===== src/rtl/mem_stage_pkg.sv =====
// mem_stage_pkg: shared encodings for the MEM stage.
//   - memory access kinds presented by EX/MEM
//   - funct3 width codes for loads and stores
//   - byte-sequencer FSM states
//   - helper that maps a width code to its byte count
package mem_stage_pkg;

    localparam logic [1:0] MEM_KIND_NONE  = 2'b00;
    localparam logic [1:0] MEM_KIND_LOAD  = 2'b01;
    localparam logic [1:0] MEM_KIND_STORE = 2'b10;

    localparam logic [2:0] MEM_W_LB  = 3'b000;
    localparam logic [2:0] MEM_W_LH  = 3'b001;
    localparam logic [2:0] MEM_W_LW  = 3'b010;
    localparam logic [2:0] MEM_W_LBU = 3'b100;
    localparam logic [2:0] MEM_W_LHU = 3'b101;
    localparam logic [2:0] MEM_W_SB  = 3'b000;
    localparam logic [2:0] MEM_W_SH  = 3'b001;
    localparam logic [2:0] MEM_W_SW  = 3'b010;

    typedef enum logic [1:0] {
        ST_IDLE = 2'b00,
        ST_XFER = 2'b01,
        ST_LAST = 2'b10
    } mem_state_t;

    // Number of bytes moved for a width code (B/BU -> 1, H/HU -> 2, W -> 4).
    function automatic logic [2:0] mem_byte_count(input logic [2:0] width);
        logic [2:0] n;
        case (width)
            3'b000, 3'b100: n = 3'd1;
            3'b001, 3'b101: n = 3'd2;
            default:        n = 3'd4;
        endcase
        return n;
    endfunction

endpackage


===== src/rtl/mem_stage_load_ext.sv =====
// mem_load_ext: combinational load-result formatter.
// Ports:
//   bytes_in  in  32    assembled little-endian bytes (byte 0 in [7:0])
//   width     in  3     funct3 width code
//   result    out XLEN  sign- or zero-extended load value
module mem_load_ext #(
    parameter int XLEN = 32
) (
    input  logic [31:0]     bytes_in,
    input  logic [2:0]      width,
    output logic [XLEN-1:0] result
);
    import mem_stage_pkg::*;

    always_comb begin
        result = XLEN'(bytes_in);
        case (width)
            MEM_W_LB:  result = {{(XLEN-8){bytes_in[7]}}, bytes_in[7:0]};
            MEM_W_LH:  result = {{(XLEN-16){bytes_in[15]}}, bytes_in[15:0]};
            MEM_W_LBU: result = {{(XLEN-8){1'b0}}, bytes_in[7:0]};
            MEM_W_LHU: result = {{(XLEN-16){1'b0}}, bytes_in[15:0]};
            default:   result = XLEN'(bytes_in);
        endcase
    end

endmodule


===== src/rtl/mem_stage.sv =====
// mem_stage: MEM stage of the RV32I pipeline. ALU results pass straight
// through; loads/stores are sequenced one byte at a time over the shared
// 8-bit memory port while stall_req freezes the upstream stages.
// Ports:
//   clk, rst (sync, active-high), rdy (global enable)
//   ex_*      in   EX/MEM latch contents (data, rd, enable, kind, width, addr)
//   wb_*      out  result towards MEM/WB
//   stall_req out  freeze request upstream
//   mem_*     byte port to the memory arbiter (req/we/a/dout out, din/grant in)
// Build option: define MEM_FWD_EN to add fwd_rd_enable/fwd_rd_addr/
// fwd_rd_data, a copy of wb_* for ID-stage forwarding.
module mem_stage #(
    parameter int ADDR_W = 32,
    parameter int XLEN   = 32
) (
    input  logic              clk,
    input  logic              rst,
    input  logic              rdy,
    input  logic [XLEN-1:0]   ex_rd_data,
    input  logic [4:0]        ex_rd_addr,
    input  logic              ex_rd_enable,
    input  logic [1:0]        ex_mem_kind,
    input  logic [2:0]        ex_mem_width,
    input  logic [ADDR_W-1:0] ex_mem_addr,
    output logic [XLEN-1:0]   wb_rd_data,
    output logic [4:0]        wb_rd_addr,
    output logic              wb_rd_enable,
    output logic              stall_req,
    output logic              mem_req,
    output logic              mem_we,
    output logic [ADDR_W-1:0] mem_a,
    output logic [7:0]        mem_dout,
    input  logic [7:0]        mem_din,
    input  logic              mem_grant
`ifdef MEM_FWD_EN
    ,
    output logic              fwd_rd_enable,
    output logic [4:0]        fwd_rd_addr,
    output logic [XLEN-1:0]   fwd_rd_data
`endif
);
    import mem_stage_pkg::*;

    mem_state_t        state_reg;
    logic [2:0]        k_reg;
    logic [ADDR_W-1:0] base_reg;
    logic [2:0]        width_reg;
    logic              store_reg;
    logic [XLEN-1:0]   data_reg;
    logic [4:0]        rd_addr_reg;
    logic              rd_en_reg;
    logic              rd_pending_reg;
    logic [7:0]        asm_reg [4];

    logic [2:0]        n_bytes;
    logic [2:0]        last_idx;
    logic              mem_op;
    logic              in_xfer;
    logic              last_grant;
    logic [1:0]        pend_idx;
    logic [31:0]       ld_word;
    logic [XLEN-1:0]   ld_result;

    assign n_bytes  = mem_byte_count(width_reg);
    assign last_idx = n_bytes - 3'd1;
    assign mem_op   = (ex_mem_kind == MEM_KIND_LOAD) || (ex_mem_kind == MEM_KIND_STORE);
    assign in_xfer  = (state_reg == ST_XFER);

    // Gating with rst keeps the port quiet in the reset cycle of an abandoned access.
    assign mem_req    = in_xfer && rdy && !rst;
    assign mem_we     = in_xfer && store_reg;
    assign mem_a      = in_xfer ? base_reg + ADDR_W'(k_reg) : '0;
    assign mem_dout   = (in_xfer && store_reg) ? data_reg[{k_reg[1:0], 3'b000} +: 8] : 8'h00;
    assign last_grant = mem_req && mem_grant && (k_reg == last_idx);

    // k has already moved past the byte whose read data arrives this cycle.
    assign pend_idx = k_reg[1:0] - 2'd1;

    // In the completion cycle the final byte comes straight from mem_din.
    generate
        for (genvar gi = 0; gi < 4; gi++) begin : g_merge
            assign ld_word[8*gi +: 8] =
                ((state_reg == ST_LAST) && (last_idx[1:0] == 2'(gi))) ? mem_din : asm_reg[gi];
        end
    endgenerate

    mem_load_ext #(.XLEN(XLEN)) u_load_ext (
        .bytes_in (ld_word),
        .width    (width_reg),
        .result   (ld_result)
    );

    always_comb begin
        wb_rd_data   = '0;
        wb_rd_addr   = '0;
        wb_rd_enable = 1'b0;
        stall_req    = 1'b0;
        case (state_reg)
            ST_IDLE: begin
                if (mem_op) begin
                    stall_req = 1'b1;
                end else begin
                    wb_rd_data   = ex_rd_data;
                    wb_rd_addr   = ex_rd_addr;
                    wb_rd_enable = ex_rd_enable;
                end
            end
            ST_XFER: begin
                // A store completes in the cycle its last byte is granted.
                if (store_reg && last_grant) begin
                    wb_rd_addr = rd_addr_reg;
                end else begin
                    stall_req = 1'b1;
                end
            end
            ST_LAST: begin
                wb_rd_data   = ld_result;
                wb_rd_addr   = rd_addr_reg;
                wb_rd_enable = rd_en_reg;
            end
            default: ;
        endcase
    end

    always_ff @(posedge clk) begin
        if (rst) begin
            state_reg      <= ST_IDLE;
            k_reg          <= 3'd0;
            base_reg       <= '0;
            width_reg      <= 3'd0;
            store_reg      <= 1'b0;
            data_reg       <= '0;
            rd_addr_reg    <= 5'd0;
            rd_en_reg      <= 1'b0;
            rd_pending_reg <= 1'b0;
            for (int i = 0; i < 4; i++) begin
                asm_reg[i] <= 8'h00;
            end
        end else if (rdy) begin
            rd_pending_reg <= mem_req && mem_grant && !mem_we;
            if (rd_pending_reg && in_xfer) begin
                asm_reg[pend_idx] <= mem_din;
            end
            case (state_reg)
                ST_IDLE: begin
                    if (mem_op) begin
                        base_reg    <= ex_mem_addr;
                        width_reg   <= ex_mem_width;
                        store_reg   <= (ex_mem_kind == MEM_KIND_STORE);
                        data_reg    <= ex_rd_data;
                        rd_addr_reg <= ex_rd_addr;
                        rd_en_reg   <= ex_rd_enable;
                        k_reg       <= 3'd0;
                        state_reg   <= ST_XFER;
                    end
                end
                ST_XFER: begin
                    if (mem_req && mem_grant) begin
                        k_reg <= k_reg + 3'd1;
                        if (k_reg == last_idx) begin
                            state_reg <= store_reg ? ST_IDLE : ST_LAST;
                        end
                    end
                end
                ST_LAST: state_reg <= ST_IDLE;
                default: state_reg <= ST_IDLE;
            endcase
        end
    end

`ifdef MEM_FWD_EN
    assign fwd_rd_enable = wb_rd_enable && !stall_req;
    assign fwd_rd_addr   = wb_rd_addr;
    assign fwd_rd_data   = wb_rd_data;
`endif

endmodule


===== config.mk =====
export PLATFORM = sky130hd
export DESIGN_NAME = mem_stage
export DESIGN_NICKNAME = d
export VERILOG_FILES = /design/src/rtl/mem_stage_pkg.sv /design/src/rtl/mem_stage_load_ext.sv /design/src/rtl/mem_stage.sv
export SDC_FILE = /design/constraint.sdc
export NUM_CORES = 1
export LEC_CHECK = 0
export CORE_AREA = 2 2 117 119
export CTS_CLUSTER_DIAMETER = 200
export CTS_CLUSTER_SIZE = 20
export DETAILED_ROUTE_END_ITERATION = 7
export DIE_AREA = 0 0 119 121
export MAX_ROUTING_LAYER = met4
export PLACE_DENSITY = 0.81
export RECOVER_POWER = 25
export SLEW_MARGIN = 25
export SYNTH_ARGS = -nofsm -noshare
export SYNTH_HDL_FRONTEND = slang
export SYNTH_HIERARCHICAL = 1
export SYNTH_SLANG_ARGS = --single-unit

===== constraint.sdc =====
create_clock -name clk -period 2.7 [get_ports clk]
set_input_delay 0.27 -clock clk [delete_from_list [all_inputs] [get_ports clk]]
set_output_delay 0.27 -clock clk [all_outputs]
set_load 0.02 [all_outputs]

==> results of run 1 <==
==> worst reg2reg max path: stages, from the launching register on <==
cell,delay [ps]
dfxtp_2,340
buf_6,140
nand2b_1,190
buf_4,270
nor3_1,240
buf_4,210
and3_1,340
or2_2,290
==> synthesized netlist by cell type, types with 4 or more instances <==
cell and count:
nor2_1 19, a21oi_1 96, a22o_1 38, and4_1 5, dfxtp_1 80, mux4_2 8, ha_1 8, and3_1 9
nor3_1 6, edfxtp_1 32, or4_1 9, xnor2_1 8, nand2b_1 5, or3_1 6, xor2_1 4, mux2_2 32
buf_2 8, clkbuf_1 44, nand3_1 8, nand4_1 7, buf_4 9, or2_2 4, and2_1 37, o31ai_1 10
inv_1 9, o21ai_0 33, nand2_1 195
==> what timing repair did <==
action	4_1_cts	5_1_grt
gates resized for setup	124	73
pin swaps	1	13
setup buffers	3	6
endpoints found under the setup margin	62	55
hold buffers	0	0
gates cloned	1	0
==> layer usage <==
metal | track usage (%) | part of all wire, % | wire (um)
met5 | - | 0 | 0
met4 | 11.4 | 3.6 | 745
met3 | 4.04 | 7.0 | 1460
met2 | 45.5 | 48 | 10100
met1 | 37.6 | 41 | 8590
==> where the power goes <==
| group | internal (mW) | switching [mW] | total (mW) | leakage [nW] |
|---|---|---|---|---|
| registers | 1.81 | 0.0539 | 1.86 | 0.984 |
| clock network | 0.781 | 0.626 | 1.41 | 0.150 |
| logic | 0.441 | 0.537 | 0.978 | 2.44 |
| total | 3.03 | 1.22 | 4.25 | 3.58 |
==> kinds of logic (layout without fill, tap and decap cells) <==
kind of cell               after synthesis  in the layout  share of synthesized area (%)
muxes                                   43             43                           8.84
buffers and inverters                   74            260                           5.32
adders and majority gates                9              9                           1.85
and+or+nand+nor                        329            329                           24.3
AOI/OAI and AO/OA                      193            193                           18.3
DFF                                    112            112                           39.5
xor gates and xnor gates                13             13                           1.96
==> layout make-up <==
cell class	instances	area share (%)
tap	176	2.44
multi-input combinational	587	42.0
timing repair buffer	236	23.4
inverter	9	0.374
sequential	112	28.5
clock buffer	12	2.86
clock inverter	3	0.555
==> through the flow <==
| step | util, % | worst slack (ps) | setup TNS [ps] | power (mW) |
|---|---|---|---|---|
| after global routing | 68.9 | -65.8 | -358 | 4.40 |
| after detailed placement | 65.5 | -120 | -756 | 2.87 |
| after CTS | 68.0 | -158 | -462 | 4.22 |
| final | 68.9 | -16.9 | -25.0 | 4.25 |
| after floorplan | - | 54.5 | 0 | 2.41 |
| after global placement | 65.5 | -66.0 | -528 | 2.85 |
==> final timing paths <==
| check | start | endpoint | slack, ps | cells after the start |
|---|---|---|---|---|
| max | base_reg[0] | mem_a[22] | -20 | 9 |
| min | ex_mem_addr[26] | base_reg[26] | 450 | 3 |
| max reg2reg | state_reg[1] | asm_reg[0][5] | 370 | 7 |
| min reg2reg | data_reg[11] | data_reg[11] | 460 | 2 |
==> run metrics, run 1 <==
Worst EP arrival=approximately 2500 ps; clk_skew=between 10 and 15 ps; final setup fails=2; vias post-DR=roughly 6,600; Synth area leaders=dfxtp_1 (25%), edfxtp_1 (15%), nand2_1 (11%); commonest non-fill, non-tap cell in the layout=nand2_1; largest area contributor in the netlist=dfxtp_1; share of the synthesized area in the top cell type=between 20 and 25%; top_reg_cell synth=dfxtp_1; DRT iter0 DRCs=691; CTS Buffer Depth=2; ANT nets after route=0; Setup crit end kind=output pin; critical path startpoint category=flop; DIE AREA=14,400 um2; critical path class=flop to output pin; final WL=20,900 um; initial core utilization=49.6%; DRC violations left=0; largest delay contributor family on the critical path=buffers and inverters; post-synthesis average cell area=approximately 8.4 um2; total congestion overflow=0; initial antenna violation count=0; # rows=42; Yosys Warn Count=6; fillers=around 1,100; H-tree depth=3; Area Overhead vs Synth=38.9%; global-route wire length before repair=about 32,000 um; post-synthesis sequential area ratio=approximately two fifths; max cap viols=0; Post-Syn Instances=~770; total leakage power=around 3.6 nW; Skew-Pair Late Insertion Delay=between 300 and 400 ps; clock root cell=clkbuf_16; hold_ws=between 400 and 500 ps; pwr dens=roughly 470 nW/um2; Worst Slack Setup Final=-16.9 ps; failing checks=setup timing; Hold Fails Final Rpt=0; Worst Max-Slew Pin Slew=around 860 ps; post-place instance area=between 8000 and 9000 um2; final cell count without fillers=~1,100; Placed Instances=roughly 1,100; CP required=approximately 2400 ps; clock transition at the registers of the reported paths=roughly 80 ps; Worst Path Buf+Inv=3; Post-Layout Inst Area=about 9000 um2; CTS sink count=between 100 and 150; via density per instance=roughly 5.8; critical-path maximum fanout=5; RD Place Congestion=~0.99; RSZ-0062 raised after global routing=yes; crit share post-route=101%; CP Cell Sequence=ha_4, fa_2, a21oi_4, or3_4, buf_6, buf_4, o31ai_2, a21oi_2, buf_4; ratio of cells with drive above 1 in the final layout=between 20% and 30%; syn nets=about 870; status=finished, violations left; Slew Viols, Final=0; TritonCTS clock tree=done; Tmin final=2720 ps; largest net degree at the start of global routing=between 80 and 90; Reg area=~2600 um2; Post-Syn Area=between 6000 and 7000 um2; IO Port Bufs=approximately 170; commonest non-fill, non-tap cells in the layout=nand2_1 (193), clkdlybuf4s50_1 (107), a21oi_1 (91), dfxtp_1 (76), buf_4 (65); io pins=168; wire per inst=around 18 um; vias in the first global route=roughly 6,000; TritonCTS Buffers=9; ys async rst share=0%; GRT Overall Usage=between 20% and 30%; max_slew headroom=between 40% and 50%; area of the multi-input gates=about 3800 um2; core box area=about 13,000 um2; total iterations of the first detailed-routing run=5; distinct cell type count after synthesis=57; ANT cells=0; Critical Path Most Common Cell=buf_4; HPWL Detailed=about 15,000 um; # nets final=1,051; EDFF count, synth=32; slowest stage delay, CP=between 400 and 500 ps; synthesized flop and latch total=approximately 110; Max Clock Freq=about 370 MHz; Die X=between 100 and 150 um; Peak VDD IR=roughly 0.4 mV; worst hold path type=input port to flop; Die H=around 120 um; CP max-delay cell=or3_4
No activity file was read; power rests on OpenSTA's default activity.
==> run 2: changes to the inputs <==
PLACE_DENSITY = 0.8   (was 0.81)
==> run 2 against run 1 <==
  * The flow still finishes with violations (setup timing)
  * Largest power group unchanged
  * Critical path type unchanged
  * Register-to-register slack better by 100 ps
  * Non-clock buffer count down 6
  * Cell area down 1.9%
  * Sequential share of layout area up 0.54 points
==> run metrics, run 2 (same netlist as run 1, synthesis figures left out) <==
status=finished, violations left; failing checks=setup timing; ratio of cells with drive above 1 in the final layout=around a fifth; Hold Fails Final Rpt=0; commonest non-fill, non-tap cell in the layout=nand2_1; Worst EP arrival=around 2500 ps; reg-to-reg startpoint=state_reg[1]; clock transition at the registers of the reported paths=roughly 80 ps; ANT nets after route=0; clock root cell=clkbuf_16; IO Port Bufs=167; crit path launch=base_reg[0]; max_slew headroom=40.8%; core box area=between 10,000 and 15,000 um2; total iterations of the first detailed-routing run=5; pwr dens=about 460 nW/um2; Area Overhead vs Synth=36.3%; Setup crit end kind=output pin; vias post-DR=between 6,000 and 7,000; worst r2r path cells=5; crit share post-route=102%; Max Clock Freq=between 300 and 400 MHz; initial core utilization=between 40% and 50%; r2r setup slk=~470 ps; total leakage power=approximately 3.5 nW; DRT iter0 DRCs=624; global-route wire length before repair=slightly above 30,000 um; RSZ-0062 raised after global routing=yes; total congestion overflow=0; Tmin final=around 2700 ps; TritonCTS Buffers=9; Reg-to-Reg End=asm_reg[0][7]; vias in the first global route=5,821; final cell count without fillers=between 1,000 and 1,500; CTS sink count=about 110; io pins=about 170; final WL=19,900 um; largest net degree at the start of global routing=between 80 and 90; CTS Buffer Depth=2; critical-path maximum fanout=7; Post-Layout Inst Area=8850 um2; via density per instance=5.64; commonest non-fill, non-tap cells in the layout=nand2_1 (193), clkdlybuf4s50_1 (108), a21oi_1 (93), dfxtp_1 (76), buf_4 (57); max cap viols=0; # nets final=about 1,000; post-place instance area=between 8000 and 9000 um2; final setup fails=2; clk_skew=about 7.0 ps; Die X=about 120 um; wire per inst=17.6 um; Peak VDD IR=approximately 0.49 mV; Skew-Pair Late Insertion Delay=~360 ps; H-tree depth=3; initial antenna violation count=0; critical path class=flop to output pin; Worst Slack Setup Final=-41.1 ps; GRT Overall Usage=28.1%; # rows=42; worst hold path type=input port to flop; DRC violations left=0; Placed Instances=roughly 1,100; TritonCTS clock tree=done; final setup TNS=-67.1 ps; CP endpoint=mem_a[20]; DIE AREA=14,400 um2; ANT cells=0; CP required=2430 ps; Die H=between 100 and 150 um; RD Place Congestion=about 0.94; Worst Max-Slew Pin Slew=889 ps; Slew Viols, Final=0; HPWL Detailed=around 14,000 um; critical path startpoint category=flop
==> run 2: changes by cell type in the layout (fill, tap and decap cells not counted), sizes merged, moves of 3 or more <==
cell and delta:
clkbuf +3, inv +3, dlygate4sd2 -8, buf -3
==> run 2: area by class of cell <==
type	count	area [um2]
timing repair buffer	230	2000
clock buffer	10	229
fill	1069	4230
multi-input combinational	587	3750
sequential	112	2570
clock inverter	6	50.0
tap	176	220
inverter	9	33.8
==> run 2: routing by layer <==
metal / global-route usage (%) / up-vias / share of wire (%)
li1: - / 3073 / -
met1: 36.7 / 2981 / 42
met2: 44.0 / 284 / 47
met3: 6.30 / 31 / 8.6
met4: 8.26 / 0 / 2.2
met5: - / - / 0
==> run 2: repair_timing <==
item,CTS,global route
pin swaps,4,13
hold buffers,0,0
gates resized for setup,143,70
buffers inserted,2,2
setup endpoints to repair,63,54
cloned,1,0
==> run 2: worst min path at each step <==
stage / start / endpoint / slack [ps] / depth (start not counted)
after floorplan: ex_rd_data[0] / data_reg[0] / 410 / 2
after global placement: data_reg[19] / data_reg[19] / 440 / 2
after detailed placement: data_reg[20] / data_reg[20] / 440 / 2
after CTS: ex_mem_addr[21] / base_reg[21] / 440 / 3
after global routing: ex_mem_addr[22] / base_reg[22] / 460 / 3
final: ex_mem_addr[21] / base_reg[21] / 450 / 3
==> run 2: where the power goes <==
group	total (mW)	internal, mW	switching [mW]
clock network	1.29	0.643	0.648
logic	0.949	0.423	0.526
registers	1.87	1.81	0.0544
==> run 2: worst max-delay path, stage by stage, from the launching register on <==
cell and delay [ps]:
dfxtp_2 360, ha_4 150, fa_2 220, a21oi_2 70
or3_4 450, buf_6 150, or4_1 410, a21oi_1 160
buf_4 160
==> run 2: per-stage QoR <==
step	setup WS, ps	util (%)	power (mW)	hold slack (ps)
after floorplan	54.5	-	2.41	406
after global placement	-50.9	65.4	2.85	439
after detailed placement	-100	65.4	2.86	445
after CTS	-69.8	67.7	4.12	445
after global routing	-119	67.7	4.27	463
final	-41.1	67.7	4.11	452
